[src/rtl/battleship_game_ctrl.sv]
// Battleship game sequencer: ship-count selection, placement, alternating turns, game over.
// Optional per-turn timeout timer enabled by defining BS_TURN_TIMER_EN.
module battleship_game_ctrl #(
  parameter int unsigned MAX_SHIPS   = 5,
  parameter int unsigned TICK_CYCLES = 50_000_000,
  parameter int unsigned TURN_TICKS  = 15
) (
  input  logic       clk,
  input  logic       rst,
  input  logic       start,
  input  logic       btn_next,
  input  logic       btn_confirm,
  input  logic       place_ok,
  input  logic       player_shot_done,
  input  logic       player_hit,
  input  logic       pc_shot_done,
  input  logic       pc_hit,
  output logic [2:0] state,
  output logic [2:0] num_ships,
  output logic [2:0] ship_idx,
  output logic       en_select,
  output logic       en_place,
  output logic       en_player_shot,
  output logic       en_pc_shot,
  output logic [4:0] player_cells_left,
  output logic [4:0] pc_cells_left,
  output logic [3:0] timer_ticks,
  output logic       timeout,
  output logic       player_won
);

  localparam logic [2:0] S_IDLE    = 3'd0;
  localparam logic [2:0] S_SELECT  = 3'd1;
  localparam logic [2:0] S_PLACE   = 3'd2;
  localparam logic [2:0] S_P_TURN  = 3'd3;
  localparam logic [2:0] S_PC_TURN = 3'd4;
  localparam logic [2:0] S_OVER    = 3'd5;
  localparam logic [2:0] MAX_N     = 3'(MAX_SHIPS);

  logic [2:0] r_state, r_num_ships, r_ship_idx;
  logic [4:0] r_player_cells, r_pc_cells;
  logic       r_en_select, r_en_place, r_en_player_shot, r_en_pc_shot, r_player_won;

  logic [2:0] w_state, w_num_ships, w_ship_idx;
  logic [4:0] w_player_cells, w_pc_cells, w_total;
  logic       w_player_won;
  logic       w_expire;

`ifdef BS_TURN_TIMER_EN
  localparam int unsigned PW = (TICK_CYCLES > 1) ? $clog2(TICK_CYCLES) : 1;

  logic [PW-1:0] r_presc;
  logic [3:0]    r_ticks;
  logic          r_timeout;

  assign w_expire = (r_state == S_P_TURN) && (r_ticks == 4'(TURN_TICKS));

  // Cleared on every cycle not spent continuously in P_TURN, so entry always starts from zero.
  always_ff @(posedge clk) begin
    if (rst || (r_state != S_P_TURN) || (w_state != S_P_TURN)) begin
      r_presc <= '0;
      r_ticks <= '0;
    end else if (r_presc == PW'(TICK_CYCLES - 1)) begin
      r_presc <= '0;
      r_ticks <= r_ticks + 4'd1;
    end else begin
      r_presc <= r_presc + PW'(1);
    end
  end

  always_ff @(posedge clk) begin
    if (rst) r_timeout <= 1'b0;
    else     r_timeout <= w_expire && !player_shot_done;
  end

  assign timer_ticks = r_ticks;
  assign timeout     = r_timeout;
`else
  assign w_expire    = 1'b0;
  assign timer_ticks = '0;
  assign timeout     = 1'b0;

  // Timer parameters stay on the interface so both builds share one instantiation.
  if ((TICK_CYCLES == 0) || (TURN_TICKS == 0)) begin : g_timer_cfg_unused
  end
`endif

  always_comb begin
    w_state        = r_state;
    w_num_ships    = r_num_ships;
    w_ship_idx     = r_ship_idx;
    w_player_cells = r_player_cells;
    w_pc_cells     = r_pc_cells;
    w_player_won   = r_player_won;
    w_total        = 5'(({3'b000, r_num_ships} * ({3'b000, r_num_ships} + 6'd1)) >> 1);
    case (r_state)
      S_IDLE: begin
        if (start) begin
          w_state     = S_SELECT;
          w_num_ships = 3'd1;
        end
      end
      S_SELECT: begin
        if (btn_confirm) begin
          w_state        = S_PLACE;
          w_ship_idx     = 3'd1;
          w_player_cells = w_total;
          w_pc_cells     = w_total;
        end else if (btn_next) begin
          w_num_ships = (r_num_ships == MAX_N) ? 3'd1 : r_num_ships + 3'd1;
        end
      end
      S_PLACE: begin
        if (place_ok) begin
          if (r_ship_idx == r_num_ships) w_state    = S_P_TURN;
          else                           w_ship_idx = r_ship_idx + 3'd1;
        end
      end
      S_P_TURN: begin
        if (player_shot_done) begin
          w_state = S_PC_TURN;
          if (player_hit && (r_pc_cells != '0)) begin
            w_pc_cells = r_pc_cells - 5'd1;
            if (r_pc_cells == 5'd1) begin
              w_state      = S_OVER;
              w_player_won = 1'b1;
            end
          end
        end else if (w_expire) begin
          w_state = S_PC_TURN;
        end
      end
      S_PC_TURN: begin
        if (pc_shot_done) begin
          w_state = S_P_TURN;
          if (pc_hit && (r_player_cells != '0)) begin
            w_player_cells = r_player_cells - 5'd1;
            if (r_player_cells == 5'd1) begin
              w_state      = S_OVER;
              w_player_won = 1'b0;
            end
          end
        end
      end
      S_OVER: begin
        if (start) begin
          w_state        = S_SELECT;
          w_num_ships    = 3'd1;
          w_player_cells = '0;
          w_pc_cells     = '0;
        end
      end
      default: w_state = S_IDLE;
    endcase
  end

  always_ff @(posedge clk) begin
    if (rst) begin
      r_state          <= S_IDLE;
      r_num_ships      <= 3'd1;
      r_ship_idx       <= 3'd1;
      r_player_cells   <= '0;
      r_pc_cells       <= '0;
      r_player_won     <= 1'b0;
      r_en_select      <= 1'b0;
      r_en_place       <= 1'b0;
      r_en_player_shot <= 1'b0;
      r_en_pc_shot     <= 1'b0;
    end else begin
      r_state          <= w_state;
      r_num_ships      <= w_num_ships;
      r_ship_idx       <= w_ship_idx;
      r_player_cells   <= w_player_cells;
      r_pc_cells       <= w_pc_cells;
      r_player_won     <= w_player_won;
      r_en_select      <= (w_state == S_SELECT);
      r_en_place       <= (w_state == S_PLACE);
      r_en_player_shot <= (w_state == S_P_TURN);
      r_en_pc_shot     <= (w_state == S_PC_TURN);
    end
  end

  assign state             = r_state;
  assign num_ships         = r_num_ships;
  assign ship_idx          = r_ship_idx;
  assign en_select         = r_en_select;
  assign en_place          = r_en_place;
  assign en_player_shot    = r_en_player_shot;
  assign en_pc_shot        = r_en_pc_shot;
  assign player_cells_left = r_player_cells;
  assign pc_cells_left     = r_pc_cells;
  assign player_won        = r_player_won;

endmodule

[config.mk]
export PLATFORM = sky130hd
export DESIGN_NAME = battleship_game_ctrl
export DESIGN_NICKNAME = d
export VERILOG_FILES = /design/src/rtl/battleship_game_ctrl.sv
export SDC_FILE = /design/constraint.sdc
export NUM_CORES = 1
export LEC_CHECK = 0
export ABC_AREA = 0
export ABC_CLOCK_PERIOD_IN_PS = 8050
export BUFFER_PORTS_ARGS = -buffer_cell sky130_fd_sc_hd__clkbuf_2
export CAP_MARGIN = 5
export CORE_UTILIZATION = 59
export DETAILED_ROUTE_END_ITERATION = 8
export PLACE_DENSITY_LB_ADDON = 0.08
export SLEW_MARGIN = 20
export SYNTH_ARGS = -nofsm -noshare
export SYNTH_HDL_FRONTEND = slang
export SYNTH_SLANG_ARGS = --single-unit
[constraint.sdc]
create_clock -name clk -period 8.05 [get_ports clk]
set_clock_uncertainty 0.05 [all_clocks]
set_input_delay 0.4025 -clock clk [delete_from_list [all_inputs] [get_ports clk]]
set_output_delay 0.4025 -clock clk [all_outputs]
set_load 0.005 [all_outputs]
==> results of run 1 <==
[cell usage in the layout, fill, tap and decap left out, drive strengths merged, types with 2 or more instances in the layout]
cell type  instances
o311ai             3
nand3              6
xnor2              3
and4               2
conb               5
a21oi             16
or2                2
dfxtp             24
nor4               2
or4b               2
or4                3
nor3               5
o21ai             11
o22ai              6
and3               2
a21o               2
fa                 3
a21boi             2
a211oi             7
clkbuf            36
o31ai              2
xor2               3
nand3b             3
inv               19
nor2              16
and2               2
or3b               2
nor2b              6
ha                16
nand4              2
nand2b            13
mux2i              2
nand2              7
a221oi             2
[sequential cells by signal (all words and copies together) (netlist names)]
| register | cells |
|---|---|
| pc_cells_left | 5 |
| player_cells_left | 5 |
| num_ships | 3 |
| ship_idx | 3 |
| state | 3 |
| en_pc_shot | 1 |
| en_place | 1 |
| en_player_shot | 1 |
| en_select | 1 |
| player_won | 1 |
[where the power goes]
group / leakage, µW / internal, µW / switching, µW
clock network: 0.0000279 / 50.4 / 40.8
logic: 0.000648 / 26.4 / 34.9
registers: 0.000195 / 124 / 9.54
total: 0.000870 / 201 / 85.3
[per-layer routing]
| metal | routed length [µm] | track usage (%) | vias up | part of all wire, % |
|---|---|---|---|---|
| met2 | 1750 | 38.9 | 56 | 44 |
| met3 | 245 | 3.57 | 4 | 6.2 |
| met1 | 1950 | 37.5 | 780 | 49 |
| met5 | 0 | 0 | - | 0 |
| met4 | 25 | 7.14 | 0 | 0.63 |
| li1 | - | - | 846 | - |
[worst max path at each step]
stage / from / endpoint
final: num_ships[0]$_SDFFE_PP1P_ / pc_cells_left[2]$_SDFFE_PP0P_
after global routing: num_ships[0]$_SDFFE_PP1P_ / pc_cells_left[4]$_SDFFE_PP0P_
after CTS: num_ships[0]$_SDFFE_PP1P_ / pc_cells_left[2]$_SDFFE_PP0P_
after detailed placement: num_ships[0]$_SDFFE_PP1P_ / pc_cells_left[2]$_SDFFE_PP0P_
after global placement: num_ships[0]$_SDFFE_PP1P_ / pc_cells_left[2]$_SDFFE_PP0P_
after floorplan: num_ships[0]$_SDFFE_PP1P_ / pc_cells_left[2]$_SDFFE_PP0P_
[per-stage QoR]
step	utilization [%]	cell area (µm²)
2_1_floorplan	-	1850
3_3_place_gp	69.0	1970
3_5_place_dp	69.0	1970
4_1_cts	70.8	2020
5_1_grt	70.8	2020
6_report	70.8	2020
[critical path, cell delays in order (launching register included)]
cell and delay (ns):
dfxtp_1 0.55, ha_1 0.20, inv_1 0.04, ha_1 0.30, nand2b_1 0.17, fa_1 0.49
inv_1 0.04, ha_1 0.21, fa_1 0.53, a21oi_1 0.08, a2bb2oi_1 0.13, or2_2 0.28
a21oi_1 0.11
[logic make-up after synthesis]
group | after synthesis
flops | 24
mux | 2
buf+inv | 34
compound gates | 61
fa+ha+maj | 19
xor+xnor | 6
other cells | 1
simple gates | 78
[layout make-up]
type	instances	area [µm²]	share of cell area (%)
clock buffer	3	22.5	1.11
clock inverter	1	30.0	1.49
inverter	19	71.3	3.53
multi-input combinational	171	1210	60.0
sequential	24	480	23.8
tap	31	38.8	1.92
timing repair buffer	33	165	8.17
==> results.yml, run 1 <==
sta:
  finalSetupTns_ns: 0
  tightest_slew_ns: 0.817
  fmax_ghz: 0.310
  finalHoldWorstSlack_ns: 0.315
  setup_ws_ns: 4.82
  layout_worst_path_cycle_share_pct: 40.1
  final_hold_viol_count: 0
  slew_headroom_pct: 44.6
  rsz0062_at_grt: "false"
  drv_slew: 0
  fin_crit_ns: 3.23
  setup_viol_count_final: 0
yosys:
  synth.top_cells.by_count: "24 x dfxtp_1, 19 x inv_1, 16 x a21oi_1, 16 x ha_1, 16 x nor2_1"
  synth-xor-area-share_pct: 2.86
  yosys-top-cells-area: "dfxtp_1 26%, ha_1 11%, nand2b_1 4.4%"
  synth_area_per_cell_um2: 8.17
  synth_top_area_share_pct: 26.1
  netlist_instances: 225
  synth_compound_area_share_pct: 21.8
  synthAdderAreaFrac_pct: 14.1
  synthMuxAreaShare_pct: 1.09
  async_reset_ff_share_pct: 0
  ys_warn_count: 0
  synth_seq_cells: 24
  yosysSeqAreaShare_pct: 26.1
  synth.most_common_cell: "dfxtp_1"
  synthFlopType: "dfxtp_1"
  synthSimpleGateAreaFrac_pct: 25.0
  synth_edf_count: 0
  yosysTopAreaCell: "dfxtp_1"
  synth_top_family_by_area: "simple AND/OR/NAND/NOR gates"
  synth.distinct_cells: 55
  synthesis.area_um2: 1840
floorplanning:
  row_count: 19
  die_h_um: 57.8
  die-area_um2: 3340
  fp.dieW_um: 57.8
  floorplan.initialDensity_pct: 64.5
  design.core.area_um2: 2850
  boundaryPins: 39
routing:
  post_drt_wl_per_cell_um: 14.1
  dr_total_vias: 1686
  dr.pass1.iters: 6
  first_iter_violations: 150
  wl_um: 3970
  drtAntennaViolNets: 0
  viasPerCell: 5.98
  drcViolationCount: 4
clock_network:
  ctsHtreeMaxLevel: 1
  cts_sinks: 24
  cts_root_buf: "clkbuf_4"
  cts_setup_buffers: 0
  clk_pin_slew_ns: 0.15
  insertion_delay_ns: 0.33
  cts_hold_buf: 0
  cts_resized: 0
  cts_buffer_depth: 2
  cts_made_buffers: 3
  cts_tree: "built"
cells_and_area:
  instances_no_fill: 282
  nFillCells: 250
  areaGrowthSynthToFinish_pct: 9.86
  layout-drive-gt1-share_pct: 17.9
  antenna_cells: 0
  nets: 281
worst_setup_path:
  rrSetupSlack_ns: 4.82
  crit_fanout: 9
  reg2reg_to: "pc_cells_left[2]$_SDFFE_PP0P_"
  arrival_ns: 3.45
  worstSetupStartpointType: "register"
  critPathKind: "register to register"
  ff2ff_path_depth: 12
  cp.required_ns: 8.27
  end_kind: "register"
  r2r_start: "num_ships[0]$_SDFFE_PP1P_"
placement:
  place_hpwl_um: 2960
  gp_congestion: 0.844
  io_buffers: 33
  dp_cells: 278
  dp_slack_ns: 4.87
status:
  violations: "DRC"
  status: "complete, but fails checks"
grt:
  grt_overflow: 0
  antenna_found_initial: 0
  grt_pass1_vias: 1481
  grt_usage_pct: 25.5
  grt_start_max_net_pins: 29
  grt_pass1_wl_um: 6710
flow_run:
  maxCapViolations: 0
power_and_ir_drop:
  leakagePower_uw: 0.000870
  power.density_nw_per_um2: 142
  ir_drop_uv: 78.5
  power_uw: 286
worst_hold_path:
  hp-start: "place_ok"
  hold_path.class: "input port to register"
  holdPathStages: 3
  hold_end: "ship_idx[1]$_SDFFE_PP0P_"
No activity file was read; power rests on OpenSTA's default activity.
==> run 2: changes to the inputs <==
- ABC_CLOCK_PERIOD_IN_PS: 8050 -> 2700
- CORE_UTILIZATION: 59 -> 49
- clock period: 8.05 -> 2.7 ns (I/O delays scaled with it)
==> results.yml, run 2 (synthesized netlist as in run 1, its figures left out) <==
status:
  status: "complete, but fails checks"
  violations: "setup timing"
worst_setup_path:
  critPathCapture: "pc_cells_left[2]$_SDFFE_PP0P_"
  arrival_ns: 2.98
  end_kind: "register"
  ff2ff_path_depth: 12
  cp.required_ns: 2.86
  r2r_start: "num_ships[0]$_SDFFE_PP1P_"
  rrSetupSlack_ns: -0.12
  worstSetupStartpointType: "register"
  critPathKind: "register to register"
  crit_fanout: 4
  crit_start: "num_ships[0]$_SDFFE_PP1P_"
  reg2reg_to: "pc_cells_left[2]$_SDFFE_PP0P_"
clock_network:
  cts_buffer_depth: 2
  clk_pin_slew_ns: 0.09
  cts_sinks: 24
  cts_hold_buf: 0
  cts_tree: "built"
  cts_root_buf: "clkbuf_8"
  cts_made_buffers: 3
  ctsHtreeMaxLevel: 1
  insertion_delay_ns: 0.28
floorplanning:
  die_h_um: 63.3
  design.core.area_um2: 3470
  boundaryPins: 39
  fp.dieW_um: 63.3
  row_count: 21
  floorplan.initialDensity_pct: 53.0
  die-area_um2: 4000
sta:
  final_hold_viol_count: 0
  tightest_slew_ns: 0.690
  setup_viol_count_final: 3
  rsz0062_at_grt: "true"
  slew_headroom_pct: 53.7
  drv_slew: 0
  fin_crit_ns: 2.82
  fmax_ghz: 0.354
  layout_worst_path_cycle_share_pct: 105
  finalHoldWorstSlack_ns: 0.129
  setup_ws_ns: -0.123
routing:
  drcViolationCount: 0
  viasPerCell: 5.69
  dr.pass1.iters: 4
  wl_um: 4410
  post_drt_wl_per_cell_um: 14.2
  dr_total_vias: 1764
  drtAntennaViolNets: 0
  first_iter_violations: 127
placement:
  place_hpwl_um: 3260
  dpl-instance-area_um2: 2150
  io_buffers: 33
  gp_congestion: 0.821
grt:
  grt_pass1_wl_um: 7800
  grt_pass1_vias: 1622
  antenna_found_initial: 0
  grt_overflow: 0
  grt_usage_pct: 24.3
  grt_start_max_net_pins: 29
power_and_ir_drop:
  p_sw_uw: 276
  leakagePower_uw: 0.000954
  ir_drop_uv: 344
  swShare_pct: 31.2
  intPower_uw: 610
  power.density_nw_per_um2: 392
  pwr-share-clk_pct: 29.1
  seqPwrFrac_pct: 43.4
  p_comb_share_pct: 27.5
cells_and_area:
  layout-drive-gt1-share_pct: 29.2
  areaGrowthSynthToFinish_pct: 22.9
  final_area_um2: 2260
  seq_area_um2: 489
  multiInputGateArea_um2: 1330
  final_cell_mix: "33 x clkbuf_2, 21 x dfxtp_1, 16 x inv_1, 16 x nor2_1"
  final_common_cell: "clkbuf_2"
  nFillCells: 312
  antenna_cells: 0
  nets: 294
worst_hold_path:
  hold_path.class: "input port to register"
flow_run:
  maxCapViolations: 0
[run 2: worst min path at each step]
| stage | startpoint | endpoint | cells after the start |
|---|---|---|---|
| final | place_ok | ship_idx[1]$_SDFFE_PP0P_ | 3 |
| after global routing | place_ok | ship_idx[1]$_SDFFE_PP0P_ | 3 |
| after CTS | place_ok | ship_idx[1]$_SDFFE_PP0P_ | 3 |
| after detailed placement | place_ok | ship_idx[1]$_SDFFE_PP0P_ | 3 |
| after global placement | place_ok | ship_idx[1]$_SDFFE_PP0P_ | 3 |
| after floorplan | place_ok | ship_idx[1]$_SDFFE_PP0P_ | 2 |
[run 2: final cells by class]
| type | instances | share of cell area [%] |
|---|---|---|
| clock buffer | 4 | 2.43 |
| inverter | 19 | 3.15 |
| multi-input combinational | 171 | 58.6 |
| tap | 46 | 2.55 |
| timing repair buffer | 46 | 11.6 |
| sequential | 24 | 21.6 |
[run 2: power groups by stage]
stage | registers (µW) | clock network [µW] | logic (µW)
final | 385 | 257 | 244
after global placement | 392 | 0 | 231
after CTS | 385 | 264 | 236
after detailed placement | 393 | 0 | 231
after floorplan | 395 | 0 | 156
after global routing | 388 | 279 | 271
[run 2: layer usage]
layer  wire [µm]  GRT usage, %  part of all wire, %  vias to the layer above
li1            -             -                    -                      876
met1        2180          34.3                   49                      820
met2        1960          39.1                   44                       61
met3         217          3.62                  4.9                        7
met4          51          4.83                  1.2                        0
met5           0             0                    0                        -
[run 2: critical path, stage by stage (launching register included)]
cell and delay, ns:
dfxtp_4 0.37, ha_4 0.16, inv_2 0.06, ha_4 0.20, nand2b_4 0.14, fa_1 0.50, inv_2 0.05, ha_4 0.15
fa_1 0.54, a21oi_2 0.08, a2bb2oi_2 0.13, or2_4 0.23, a21oi_2 0.10
[run 2: through the flow]
step | utilization (%) | TNS, ns | power (µW) | std cells | worst slack (ns)
5_1_grt | 65.2 | -0.785 | 938 | 310 | -0.198
3_3_place_gp | 61.9 | -0.306 | 624 | 305 | -0.0975
2_1_floorplan | - | -0.152 | 551 | 229 | -0.0674
4_1_cts | 64.2 | -0.397 | 884 | 309 | -0.139
6_report | 65.2 | -0.224 | 886 | 310 | -0.123
3_5_place_dp | 61.9 | -0.534 | 624 | 305 | -0.162
[run 2: repair_timing]
item	in CTS	in global routing
setup endpoints to repair	6	6
gates cloned	0	0
gates resized for setup	4	5
hold endpoints to repair	0	0
pin swaps	14	4
buffers inserted	0	1
